## config.mk

```make
export PLATFORM = sky130hd
export DESIGN_NAME = vga_ctrl
export DESIGN_NICKNAME = d
export VERILOG_FILES = /design/src/rtl/vga_timing_pkg.sv /design/src/rtl/vga_delay_line.sv /design/src/rtl/vga_ctrl.sv
export SDC_FILE = /design/constraint.sdc
export NUM_CORES = 1
export LEC_CHECK = 0
export ABC_CLOCK_PERIOD_IN_PS = 2850
export BUFFER_PORTS_ARGS = -buffer_cell sky130_fd_sc_hd__buf_2
export CAP_MARGIN = 40
export CORE_MARGIN = 8
export CORE_UTILIZATION = 52
export DETAILED_ROUTE_END_ITERATION = 16
export PLACE_DENSITY_LB_ADDON = 0.05
export SYNTH_ARGS = -nofsm -noshare
export SYNTH_HDL_FRONTEND = slang
export SYNTH_HIERARCHICAL = 1
export SYNTH_SLANG_ARGS = --single-unit
```

## constraint.sdc

```tcl
create_clock -name vga_clk -period 2.85 [get_ports vga_clk]
set_input_delay 0.1425 -clock vga_clk [delete_from_list [all_inputs] [get_ports vga_clk]]
set_output_delay 0.1425 -clock vga_clk [all_outputs]
set_load 0.02 [all_outputs]
```

## src/rtl/vga_timing_pkg.sv

```systemverilog
// ---------------------------------------------------------------------------
// vga_timing_pkg
//   Shared timing constants for the 640x480@60 VGA path and the pixel
//   sources that feed it.
//   - H_/V_ region widths (sync, back porch, visible, front porch) and the
//     derived totals and first-visible counter positions.
//   - Default sync polarity and default pixel-source latency.
//   - RGB565 colour constants used by the pixel generators.
//   - in_span(): half-open window test on a 10-bit counter. It compares
//     with one extra bit so that a window may end exactly at 1024.
// ---------------------------------------------------------------------------
package vga_timing_pkg;

  localparam int H_SYNC  = 96;
  localparam int H_BACK  = 48;
  localparam int H_VALID = 640;
  localparam int H_FRONT = 16;
  localparam int H_TOTAL = H_SYNC + H_BACK + H_VALID + H_FRONT;   // 800

  localparam int V_SYNC  = 2;
  localparam int V_BACK  = 33;
  localparam int V_VALID = 480;
  localparam int V_FRONT = 10;
  localparam int V_TOTAL = V_SYNC + V_BACK + V_VALID + V_FRONT;   // 525

  // Counter value of the first visible column / row.
  localparam int H_VIS_START = H_SYNC + H_BACK;                   // 144
  localparam int V_VIS_START = V_SYNC + V_BACK;                   // 35

  localparam int CNT_W = 10;

  // 0 = active-low sync pulses (standard for 640x480@60).
  localparam bit SYNC_POL = 1'b0;

  // Latency of a registered pixel source.
  localparam int PIX_LAT     = 1;
  localparam int PIX_LAT_MAX = 4;

  // pix_x / pix_y value presented outside the visible area.
  localparam logic [CNT_W-1:0] PIX_NONE = 10'h3FF;

  // RGB565 colours.
  localparam logic [15:0] BLACK = 16'h0000;
  localparam logic [15:0] WHITE = 16'hFFFF;

  // True when beg <= cnt < lim.
  function automatic logic in_span(input logic [CNT_W-1:0] cnt,
                                   input logic [CNT_W:0]   beg,
                                   input logic [CNT_W:0]   lim);
    logic [CNT_W:0] c;
    c = {1'b0, cnt};
    return (c >= beg) && (c < lim);
  endfunction

endpackage

```

## src/rtl/vga_delay_line.sv

```systemverilog
// ---------------------------------------------------------------------------
// vga_delay_line
//   Fixed-length shift register used to line the sync/visible flags up with
//   the pixel data that arrives from the pixel source some cycles after
//   pix_x/pix_y were presented.
//   Parameters:
//     WIDTH   - bits per stage
//     DEPTH   - number of register stages; 0 gives a plain wire
//     RST_VAL - value loaded into every stage on reset
//   Ports:
//     clk    in  1      clock
//     rst_n  in  1      asynchronous active-low reset
//     d_i    in  WIDTH  data into the first stage
//     q_o    out WIDTH  data out of the last stage (d_i when DEPTH=0)
// ---------------------------------------------------------------------------
module vga_delay_line #(
  parameter int               WIDTH   = 1,
  parameter int               DEPTH   = 1,
  parameter logic [WIDTH-1:0] RST_VAL = '0
) (
  input  logic             clk,
  input  logic             rst_n,
  input  logic [WIDTH-1:0] d_i,
  output logic [WIDTH-1:0] q_o
);

  if (DEPTH == 0) begin : g_pass
    // No stages: clock and reset are not needed here.
    logic unused_clk_rst;
    assign unused_clk_rst = clk ^ rst_n;
    assign q_o = d_i;
  end else begin : g_stages
    logic [WIDTH-1:0] stage_q [DEPTH];

    for (genvar gi = 0; gi < DEPTH; gi++) begin : g_stage
      logic [WIDTH-1:0] stage_d;

      if (gi == 0) begin : g_head
        assign stage_d = d_i;
      end else begin : g_tail
        assign stage_d = stage_q[gi-1];
      end

      always_ff @(posedge clk or negedge rst_n) begin
        if (!rst_n) begin
          stage_q[gi] <= RST_VAL;
        end else begin
          stage_q[gi] <= stage_d;
        end
      end
    end

    assign q_o = stage_q[DEPTH-1];
  end

endmodule

```

## src/rtl/vga_ctrl.sv

```systemverilog
// ---------------------------------------------------------------------------
// vga_ctrl
//   VGA timing controller. Runs the horizontal/vertical counters, presents
//   the visible pixel coordinate to the pixel sources, takes their RGB565
//   answer PIX_LAT cycles later and drives sync and colour to the DAC.
//   Counter-to-pin latency is PIX_LAT+1 for both sync and rgb, so the
//   syncs stay aligned with the pixels they frame.
//   Ports:
//     vga_clk    in   1   pixel clock (25 MHz for 640x480@60)
//     sys_rst_n  in   1   asynchronous active-low reset
//     pix_data   in   16  RGB565 from pixel source, PIX_LAT cycles after pix_x/pix_y
//     pix_x      out  10  visible column, 10'h3FF outside the visible area
//     pix_y      out  10  visible row,    10'h3FF outside the visible area
//     frame_end  out  1   high on the last cycle of each frame
//     hsync      out  1   horizontal sync (active level SYNC_POL)
//     vsync      out  1   vertical sync   (active level SYNC_POL)
//     rgb        out  16  RGB565 to DAC, 0 during blanking
// ---------------------------------------------------------------------------
module vga_ctrl #(
  parameter int H_SYNC   = vga_timing_pkg::H_SYNC,
  parameter int H_BACK   = vga_timing_pkg::H_BACK,
  parameter int H_VALID  = vga_timing_pkg::H_VALID,
  parameter int H_FRONT  = vga_timing_pkg::H_FRONT,
  parameter int V_SYNC   = vga_timing_pkg::V_SYNC,
  parameter int V_BACK   = vga_timing_pkg::V_BACK,
  parameter int V_VALID  = vga_timing_pkg::V_VALID,
  parameter int V_FRONT  = vga_timing_pkg::V_FRONT,
  parameter bit SYNC_POL = vga_timing_pkg::SYNC_POL,
  parameter int PIX_LAT  = vga_timing_pkg::PIX_LAT
) (
  input  logic        vga_clk,
  input  logic        sys_rst_n,
  input  logic [15:0] pix_data,
  output logic [9:0]  pix_x,
  output logic [9:0]  pix_y,
  output logic        frame_end,
  output logic        hsync,
  output logic        vsync,
  output logic [15:0] rgb
);

  import vga_timing_pkg::*;

  // Derived timing for this instance's parameter set.
  localparam int HTOT = H_SYNC + H_BACK + H_VALID + H_FRONT;
  localparam int VTOT = V_SYNC + V_BACK + V_VALID + V_FRONT;
  localparam int HVS  = H_SYNC + H_BACK;
  localparam int VVS  = V_SYNC + V_BACK;

  localparam logic [CNT_W-1:0] H_LAST   = CNT_W'(HTOT - 1);
  localparam logic [CNT_W-1:0] V_LAST   = CNT_W'(VTOT - 1);
  localparam logic [CNT_W-1:0] H_SYNC_N = CNT_W'(H_SYNC);
  localparam logic [CNT_W-1:0] V_SYNC_N = CNT_W'(V_SYNC);
  localparam logic [CNT_W-1:0] H_OFS    = CNT_W'(HVS);
  localparam logic [CNT_W-1:0] V_OFS    = CNT_W'(VVS);

  // Visible windows, one bit wider so an edge at 1024 is representable.
  localparam logic [CNT_W:0] H_VIS_BEG = (CNT_W+1)'(HVS);
  localparam logic [CNT_W:0] H_VIS_END = (CNT_W+1)'(HVS + H_VALID);
  localparam logic [CNT_W:0] V_VIS_BEG = (CNT_W+1)'(VVS);
  localparam logic [CNT_W:0] V_VIS_END = (CNT_W+1)'(VVS + V_VALID);

  // Delay-line word: {hs, vs, vis}. Reset holds syncs inactive, vis low.
  localparam int               DL_W   = 3;
  localparam logic [DL_W-1:0]  DL_RST = {~SYNC_POL, ~SYNC_POL, 1'b0};

  // -------------------------------------------------------------------------
  // Elaboration-time parameter checks
  // -------------------------------------------------------------------------
  if (HTOT > (1 << CNT_W) || VTOT > (1 << CNT_W)) begin : g_bad_totals
    $error("vga_ctrl: H/V totals must not exceed 1024");
  end

  if (HTOT < 1 || VTOT < 1) begin : g_bad_empty
    $error("vga_ctrl: H/V totals must be non-zero");
  end

  if (PIX_LAT < 0 || PIX_LAT > PIX_LAT_MAX) begin : g_bad_lat
    $error("vga_ctrl: PIX_LAT must be in 0..4");
  end

  // -------------------------------------------------------------------------
  // Counters
  // -------------------------------------------------------------------------
  logic [CNT_W-1:0] cnt_h_q, cnt_h_d;
  logic [CNT_W-1:0] cnt_v_q, cnt_v_d;
  logic             h_wrap;
  logic             v_wrap;

  assign h_wrap = (cnt_h_q == H_LAST);
  assign v_wrap = (cnt_v_q == V_LAST);

  always_comb begin
    cnt_h_d = h_wrap ? '0 : cnt_h_q + 1'b1;
    cnt_v_d = cnt_v_q;
    // The line counter only moves on the last column of a line.
    if (h_wrap) begin
      cnt_v_d = v_wrap ? '0 : cnt_v_q + 1'b1;
    end
  end

  always_ff @(posedge vga_clk or negedge sys_rst_n) begin
    if (!sys_rst_n) begin
      cnt_h_q <= '0;
      cnt_v_q <= '0;
    end else begin
      cnt_h_q <= cnt_h_d;
      cnt_v_q <= cnt_v_d;
    end
  end

  // -------------------------------------------------------------------------
  // Decode of the registered counters (combinational)
  // -------------------------------------------------------------------------
  logic vis_h;
  logic vis_v;
  logic vis;
  logic hs_raw;
  logic vs_raw;

  assign vis_h = in_span(cnt_h_q, H_VIS_BEG, H_VIS_END);
  assign vis_v = in_span(cnt_v_q, V_VIS_BEG, V_VIS_END);
  assign vis   = vis_h && vis_v;

  assign hs_raw = (cnt_h_q < H_SYNC_N) ? SYNC_POL : ~SYNC_POL;
  assign vs_raw = (cnt_v_q < V_SYNC_N) ? SYNC_POL : ~SYNC_POL;

  // Coordinates go to the pixel sources straight from the counters so that
  // the source's own pipeline starts as early as possible.
  assign pix_x = vis ? (cnt_h_q - H_OFS) : PIX_NONE;
  assign pix_y = vis ? (cnt_v_q - V_OFS) : PIX_NONE;

  assign frame_end = h_wrap && v_wrap;

  // -------------------------------------------------------------------------
  // Align sync/visible flags with the pixel source's latency
  // -------------------------------------------------------------------------
  logic [DL_W-1:0] dl_in;
  logic [DL_W-1:0] dl_out;
  logic            hs_dly;
  logic            vs_dly;
  logic            vis_dly;

  assign dl_in = {hs_raw, vs_raw, vis};

  vga_delay_line #(
    .WIDTH   (DL_W),
    .DEPTH   (PIX_LAT),
    .RST_VAL (DL_RST)
  ) u_align (
    .clk   (vga_clk),
    .rst_n (sys_rst_n),
    .d_i   (dl_in),
    .q_o   (dl_out)
  );

  assign {hs_dly, vs_dly, vis_dly} = dl_out;

  // -------------------------------------------------------------------------
  // Output register stage (drives the DAC pins)
  // -------------------------------------------------------------------------
  logic        hsync_q, hsync_d;
  logic        vsync_q, vsync_d;
  logic [15:0] rgb_q,   rgb_d;

  always_comb begin
    hsync_d = hs_dly;
    vsync_d = vs_dly;
    // Whatever the source drives outside the visible area is discarded.
    rgb_d   = vis_dly ? pix_data : BLACK;
  end

  always_ff @(posedge vga_clk or negedge sys_rst_n) begin
    if (!sys_rst_n) begin
      hsync_q <= ~SYNC_POL;
      vsync_q <= ~SYNC_POL;
      rgb_q   <= BLACK;
    end else begin
      hsync_q <= hsync_d;
      vsync_q <= vsync_d;
      rgb_q   <= rgb_d;
    end
  end

  assign hsync = hsync_q;
  assign vsync = vsync_q;
  assign rgb   = rgb_q;

endmodule

```

==> metrics <==
status completed; largest net degree at the start of global routing 38; GRT Util Overall around 15%; Pwr Density between 400 and 500 nW/um2; Async S/R FF share, synth between 90% and 100%; slowest stage cell, crit path dfrtp_1; CTS max path bufs 2; Initial DRC Count 59; antenna cell count 0; Hold Path Class input port to register; commonest cells after routing, fill and taps aside 56 x buf_2, 37 x dfrtp_1, 18 x and2_1, 17 x nand2_1; Num CTS Buffers 5; MaxCap Viol Count 0; post-synthesis mux area share 0.456%; Final Hold Viols 0; Die ar. roughly 6600 um2; Residual DRC 0; num rows 23; Compound-Gate Fraction of Synth Area 9.87%; fmax 0.397 GHz; global-route wire length before repair between 7000 and 8000 um; Fillers ~340; root buf cell clkbuf_8; Post-CTS Resized 0; EDFF count, synth 0; Synth warnings 6; DIE HEIGHT just over 80 um; worst path cell trace ha_1 > o41ai_1 > nor3b_1 > a2111oi_4 > buf_6 > o21ai_0 > buf_2; initial core utilization a little over half; share of cells above drive strength 1 34.8%; arrival time at the worst endpoint 2.38 ns; sequential area share after synthesis roughly 47%; ys flop type dfrtp_1; synth-to-layout area growth 21.2%; I/O pin cnt 57; Worst setup EP type output port; Layout Skew roughly 0.0056 ns; Final Slew Violations 0; dpl cell area between 2000 and 3000 um2; cell taking the most area after synthesis dfrtp_1; clock latency at the later pin of the worst-skew pair about 0.3 ns; die width just over 80 um; largest cells by area after synthesis dfrtp_1 42%, and2_1 5.1%, dfstp_2 4.8%; via count approximately 1,600; initial antenna violation count 0; Nets 300; Design Area, Final between 2000 and 3000 um2; unrepaired setup endpoints after global routing no; per-cell routed wire length 14.3 um; Setup-failing EPs final 0; Slew @ Worst Pin approximately 0.44 ns; worst-path fanout max 10; area occupied by multi-input gates 1030 um2; Post-Route Setup TNS 0 ns; clk sink count 41; Final Non-Filler Cells around 330; DP HPWL between 3000 and 4000 um; dpl cells 315; Syn Inst Count between 200 and 250; ANT nets after route 0; syn nets ~240; Largest stage delay, worst path roughly 0.43 ns; most common cell after layout, fill and taps aside buf_2; total core area 4030 um2; share of the synthesized area in the top cell type a little over two fifths; fin crit share 88.5%; combinational family with the most area after synthesis simple AND/OR/NAND/NOR gates; final core utilization 66.0%; WL final about 4700 um; Worst VDD drop about 0.2 mV; DR pass1 iterations 4; routability cong. between 0.8 and 0.9; Final Critical Period ~2.5 ns; Post-Synth Adder-Cell Area between 3 and 4%; vias in the first global route 1,573; Distinct cells, synth 44; synthesized cell area 2190 um2; critical path launch point type register; Leak between 1 and 1.5 nW; Storage cell area roughly 1000 um2; Synth Area in XOR/XNOR around 6%; Port Buffer Count 56; Mapped Avg Cell Area 10.4 um2; Rel. slew slack between 70% and 80%; Req. time, crit path around 2.7 ns; Hold WS approximately 0.053 ns; clock tree from TritonCTS yes; CTS HTree Levels 2; Yosys reg bits just over 40; Vias/cell 5.02; WS Path Type register to output port; GRT overflow 0; Clk pin slew, worst setup/hold paths roughly 0.080 ns; post-synthesis simple-gate area fraction between 20% and 30%
metal layers:
metal	track usage [%]	routed length (um)	vias to the layer above
met4	5.71	67	0
li1	-	-	842
met2	21.2	1800	66
met3	4.75	517	6
met5	0	0	-
met1	21.3	2290	724
what timing repair did:
| item | 4_1_cts | 5_1_grt |
|---|---|---|
| setup endpoints to repair | 0 | 11 |
| endpoints found under the hold margin | 38 | 0 |
| hold buffers | 1 | 0 |
| buffers inserted | 0 | 2 |
final timing paths:
path                                                from                       end  slack, ns  cells after the start
max in group asynchronous                      sys_rst_n  u_align/q_o[1]$_DFF_PN1_       2.18                      3
worst min-delay path                        pix_data[10]         rgb[10]$_DFF_PN0_       0.05                      2
worst min register to register  u_align/q_o[2]$_DFF_PN1_           hsync$_DFF_PN1_       0.36                      0
worst max-delay path              cnt_v_q[1]$_DFFE_PN0N_                  pix_y[2]       0.33                      7
worst max register to register    cnt_v_q[1]$_DFFE_PN0N_  u_align/q_o[0]$_DFF_PN0_       0.90                      5
min in group asynchronous                      sys_rst_n         rgb[12]$_DFF_PN0_       0.20                      2
through the flow:
step | power, W | setup WS (ns)
final | 0.00107 | 0.328
after global routing | 0.00111 | 0.169
after CTS | 0.00108 | 0.0582
after detailed placement | 0.000618 | 0.411
after global placement | 0.000615 | 0.103
after floorplan | 0.000593 | 0.724
power by group:
| group | internal [W] | switching (W) |
|---|---|---|
| logic | 0.0000117 | 0.0000137 |
| registers | 0.000581 | 0 |
| clock network | 0.000260 | 0.000201 |
| total | 0.000853 | 0.000215 |
cell usage after synthesis, types with 2 or more instances:
| master | instances |
|---|---|
| dfrtp_1 | 37 |
| and2_1 | 18 |
| nand2_1 | 17 |
| nand3_1 | 10 |
| o21ai_0 | 10 |
| xnor2_1 | 10 |
| nand2_2 | 9 |
| inv_1 | 8 |
| nor2_1 | 8 |
| buf_6 | 7 |
| ha_1 | 7 |
| nand2b_1 | 7 |
| nor3_1 | 7 |
| a21oi_1 | 5 |
| xor2_1 | 5 |
| and3_1 | 4 |
| dfstp_2 | 4 |
| clkbuf_1 | 3 |
| a211oi_1 | 2 |
| a21o_1 | 2 |
| and3_2 | 2 |
| and4b_1 | 2 |
| nand4_1 | 2 |
| nor2b_1 | 2 |
| nor4_4 | 2 |
| o2bb2ai_1 | 2 |
| or3_1 | 2 |
cell type report:
type | count | share of cell area [%]
Sequential cell | 41 | 38.8
Clock inverter | 2 | 1.32
Inverter | 8 | 1.13
Clock buffer | 6 | 2.73
Multi-Input combinational cell | 150 | 38.7
Timing Repair Buffer | 69 | 14.9
Tap cell | 50 | 2.35
state kept, by name, indices dropped and copies added (netlist names):
name,cells
cnt_h_q,10
cnt_v_q,10
vsync,1
rgb,16
u_align/q_o,3
hsync,1
kinds of logic (layout without fill, tap and decap cells):
logic type      after synthesis  in the layout
fa+ha+maj                     7              7
compound gates               29             29
xor+xnor                     15             15
simple gates                 98             98
buf+inv                      20             85
mux                           1              1
flops                        41             41
worst max-delay path: cells and delay by family (launching register included):
kind,cells,cell delay (ns)
flip-flops,1,0.43
buffers and inverters,2,0.37
AO/OA/AOI/OAI,3,0.60
adder cells (fa/ha/maj),1,0.30
AND/OR/NAND/NOR,1,0.38
Power figures use the tool's default switching activity.
